### config.mk
export PLATFORM = sky130hd
export DESIGN_NAME = serial_sub16
export DESIGN_NICKNAME = d
export VERILOG_FILES = /design/src/rtl/serial_sub16.sv
export SDC_FILE = /design/constraint.sdc
export NUM_CORES = 1
export LEC_CHECK = 0
export BUFFER_PORTS_ARGS = -buffer_cell sky130_fd_sc_hd__clkbuf_2
export CAP_MARGIN = 20
export CELL_PAD_IN_SITES_DETAIL_PLACEMENT = 0
export CELL_PAD_IN_SITES_GLOBAL_PLACEMENT = 2
export CORE_UTILIZATION = 39
export CTS_CLUSTER_DIAMETER = 120
export CTS_CLUSTER_SIZE = 28
export DETAILED_ROUTE_END_ITERATION = 16
export HOLD_SLACK_MARGIN = 0.02
export PLACE_DENSITY_LB_ADDON = 0.1
export SYNTH_ARGS = -nofsm -noshare
export SYNTH_HDL_FRONTEND = slang
export SYNTH_SLANG_ARGS = --single-unit
### constraint.sdc
create_clock -name clk -period 3.05 [get_ports clk]
set_input_delay 0.61 -clock clk [delete_from_list [all_inputs] [get_ports clk]]
set_output_delay 0.61 -clock clk [all_outputs]
set_load 0.01 [all_outputs]
### src/rtl/serial_sub16.sv
// Bit-serial 16-bit subtractor: one full-adder slice computes A + ~B + 1, LSB first,
// over 16 RUN cycles, then presents result/borrow/zero with a one-cycle done pulse.

module full_adder (
    input  logic x,
    input  logic y,
    input  logic cin,
    output logic sum,
    output logic cout
);
    assign sum  = x ^ y ^ cin;
    assign cout = (x & y) | (x & cin) | (y & cin);
endmodule

module serial_sub16 (
    input  logic        clk,
    input  logic        rst_n,
    input  logic        start,
    input  logic [15:0] A,
    input  logic [15:0] B,
    output logic [15:0] result,
    output logic        borrow,
    output logic        zero,
    output logic        busy,
    output logic        done
);
    localparam int unsigned W  = 16;
    localparam int unsigned CW = 4;
    localparam logic [CW-1:0] LAST_BIT = CW'(W - 1);

    typedef enum logic [1:0] {
        IDLE = 2'd0,
        RUN  = 2'd1,
        DONE = 2'd2
    } state_t;

    state_t         state;
    state_t         state_nx;
    logic [W-1:0]   a_sh;
    logic [W-1:0]   b_sh;
    logic [W-1:0]   work;
    logic [CW-1:0]  cnt;
    logic           carry;
    logic           sum_bit;
    logic           cout_bit;
    logic           last_bit_c;
    logic [W-1:0]   final_word_c;

    // Subtraction as A + ~B with the initial carry of 1.
    full_adder u_slice (
        .x    (a_sh[0]),
        .y    (~b_sh[0]),
        .cin  (carry),
        .sum  (sum_bit),
        .cout (cout_bit)
    );

    assign last_bit_c   = (cnt == LAST_BIT);
    assign final_word_c = {sum_bit, work[W-1:1]};

    always_ff @(posedge clk or negedge rst_n) begin
        if (!rst_n) begin
            state <= IDLE;
        end else begin
            state <= state_nx;
        end
    end

    // Next state; start only matters in IDLE, DONE always returns to IDLE.
    always_comb begin
        state_nx = state;
        case (state)
            IDLE:    if (start) state_nx = RUN;
            RUN:     if (last_bit_c) state_nx = DONE;
            DONE:    state_nx = IDLE;
            default: state_nx = IDLE;
        endcase
    end

    // Operand capture and serial datapath.
    always_ff @(posedge clk or negedge rst_n) begin
        if (!rst_n) begin
            a_sh  <= '0;
            b_sh  <= '0;
            work  <= '0;
            cnt   <= '0;
            carry <= 1'b0;
        end else begin
            case (state)
                IDLE: begin
                    if (start) begin
                        a_sh  <= A;
                        b_sh  <= B;
                        work  <= '0;
                        cnt   <= '0;
                        carry <= 1'b1;
                    end
                end
                RUN: begin
                    work  <= final_word_c;
                    a_sh  <= {1'b0, a_sh[W-1:1]};
                    b_sh  <= {1'b0, b_sh[W-1:1]};
                    carry <= cout_bit;
                    cnt   <= cnt + CW'(1);
                end
                default: begin
                end
            endcase
        end
    end

    // Result flags only change on the final RUN edge.
    always_ff @(posedge clk or negedge rst_n) begin
        if (!rst_n) begin
            result <= '0;
            borrow <= 1'b0;
            zero   <= 1'b0;
        end else if (state == RUN && last_bit_c) begin
            result <= final_word_c;
            borrow <= ~cout_bit;
            zero   <= (final_word_c == '0);
        end
    end

    // Status outputs registered from the next state so they align with it.
    always_ff @(posedge clk or negedge rst_n) begin
        if (!rst_n) begin
            busy <= 1'b0;
            done <= 1'b0;
        end else begin
            busy <= (state_nx == RUN);
            done <= (state_nx == DONE);
        end
    end

endmodule

==> run metrics <==
outcome finished, final reports clean; Worst Tran Pin Value 0.927 ns; Final period util 0.607; Setup Viol. Count Final 0; DR WL/cell 15.4 um; number of synthesized flops with an enable pin 0; syn nets 300; worst setup margin 1.20 ns; Die Wd 91.3 um; Place WS 1.13 ns; initial drt markers 95; proportion of layout cells with a drive suffix above 1 0.269; post-cts resize count 0; fin cells 418; met2 WL post-DR 2.89 mm; initial antenna violation count 0; Cell Rows 32; Inserted Clock Buffers 9; n_diodes 0; CP Data Required Time 3.27 ns; commonest non-fill, non-tap cells in the layout dfrtp_1 (74), clkbuf_2 (53), o21ai_0 (34), a22oi_1 (30), nand2_1 (27); H-tree Lvls 3; Slew headroom 0.382; die height 91.3 um; CTS Buffer Depth 2; drt first pass iters 4; Static Leak 1.68 nW; vias in the first global route 2170; cell count after synthesis 263; CP Data Arrival Time 2.07 ns; # clock sinks 74; Seq cells post-synth 74; Hold Fails Final Rpt 0; Max Fclk 0.540 GHz; CP Launch Type register; GP Congestion 0.711; WS Path Type reg2reg; worst skew pair latency 0.35 ns; Core Util, Final 0.470; die footprint 0.00833 mm2; Worst VDD drop 0.000346 V; Hold Path Class in2async; Synth Flop Type dfrtp_1; highest routed metal layer met4; setup TNS 0 ns; crit path max fanout 30; Detailed Place HPWL 4.00 mm; fin crit period 1.85 ns; cts hold-fix bufs 0; Fillers 736; grt ovf 0; pwr dens 976 mW/mm2; DR vias 2186; ys async rst share 1.00; footprint of the multi-input gates 0.00114 mm2; Seq/Total Area, Yosys 0.596; Nets 349; DRT met1 WL 3.13 mm; Post-CTS Setup Bufs 0; post-synthesis cell type count 32; number of port buffers 54; dpl cells 403; synthesized area 0.00311 mm2; Synth area leaders dfrtp_1 (60%), a22oi_1 (7.2%), o21ai_0 (5.5%); Clock Pin Slew Worst Setup and Hold Paths 0.08 ns; Hold WS 0.404 ns; Avg Inst Size Synth 11.8 um2; Synth top area share 0.596; Final Skew 0.00934 ns; Area Growth Syn to Fin 16.7%; vias per cell 5.23; Yosys top cell by area dfrtp_1; ANT nets after route 0; commonest non-fill, non-tap cell in the layout dfrtp_1; Max Cap Viol 0; met3 WL 309 um; crit end category register; unrepaired setup endpoints after global routing no; WL final 6.45 mm; first-pass GRT wire length 10.9 mm; starting density of the core 0.402; max-slew violations 0; Yosys Warn Count 0; register area 0.00185 mm2; Ports 55; DRC viols 0; core area 0.00773 mm2; clock root buffer clkbuf_8; gr usage total 0.170; largest net degree at the start of global routing 75; CTS tree done
-- state kept, by name, indices dropped and copies added, names as in the netlist, 2 cells and up --
signal	cells
b_sh	16
cnt	4
result	16
work	15
state	2
a_sh	16
-- report_power, final --
| part | switching, W | total (W) | internal [W] |
|---|---|---|---|
| combinational | 0.000606 | 0.00114 | 0.000530 |
| sequential | 0.000301 | 0.00167 | 0.00137 |
| clock | 0.000360 | 0.000732 | 0.000372 |
| total | 0.00127 | 0.00354 | 0.00227 |
-- final cells by class --
| type | instances | share of cell area |
|---|---|---|
| well taps | 102 | 0.0352 |
| multi-input cells | 165 | 0.315 |
| inverters | 3 | 0.00310 |
| repair buffers | 59 | 0.0855 |
| clock inverters | 5 | 0.0155 |
| flip-flops and latches | 74 | 0.510 |
| clock buffers | 10 | 0.0352 |
-- per-layer routing --
layer  vias to the layer above  global-route usage
met5                         -                   0
met4                         0              0.0675
met3                        11              0.0553
met2                        50               0.250
met1                      1069               0.233
li1                       1056                   -
-- cells in the mapped netlist, types with 4 or more instances --
library cell / instances
dfrtp_1: 74
o21ai_0: 34
a22oi_1: 30
nand2_1: 27
a22o_1: 17
buf_2: 9
mux2_1: 9
mux2_2: 8
nor2b_1: 8
a21oi_1: 7
buf_4: 5
clkbuf_1: 5
nor4_1: 4
-- logic make-up (layout without fill, tap and decap cells) --
family / count (synthesis) / after routing / share of synthesized area
compound gates: 97 / 97 / 0.208
fa+ha+maj: 2 / 2 / 0.0105
buf+inv: 24 / 77 / 0.0410
flops: 74 / 74 / 0.596
mux: 17 / 17 / 0.0616
simple gates: 49 / 49 / 0.0829
-- worst paths after layout --
path	slack (ns)	depth (start not counted)	from	end
max in group asynchronous	2.05	1	rst_n	a_sh[6]
worst min-delay path	0.40	1	rst_n	result[7]
worst max register to register	1.20	4	state[1]	a_sh[14]
worst min register to register	0.48	2	b_sh[4]	b_sh[4]
min in group clk	0.48	2	b_sh[4]	b_sh[4]
worst max-delay path	1.20	4	state[1]	a_sh[14]
-- stage by stage --
step / total power (W) / cell area, um2
2_1_floorplan: 0.00248 / 3110
3_3_place_gp: 0.00284 / 3440
3_5_place_dp: 0.00285 / 3440
4_1_cts: 0.00359 / 3630
5_1_grt: 0.00382 / 3630
6_report: 0.00354 / 3630
-- critical path, cell delays in order (launching register included) --
cell and delay, ns:
dfrtp_1 0.50, buf_4 0.35, and2b_1 0.50, a22oi_1 0.26, o21ai_0 0.12
Power figures use the tool's default switching activity.
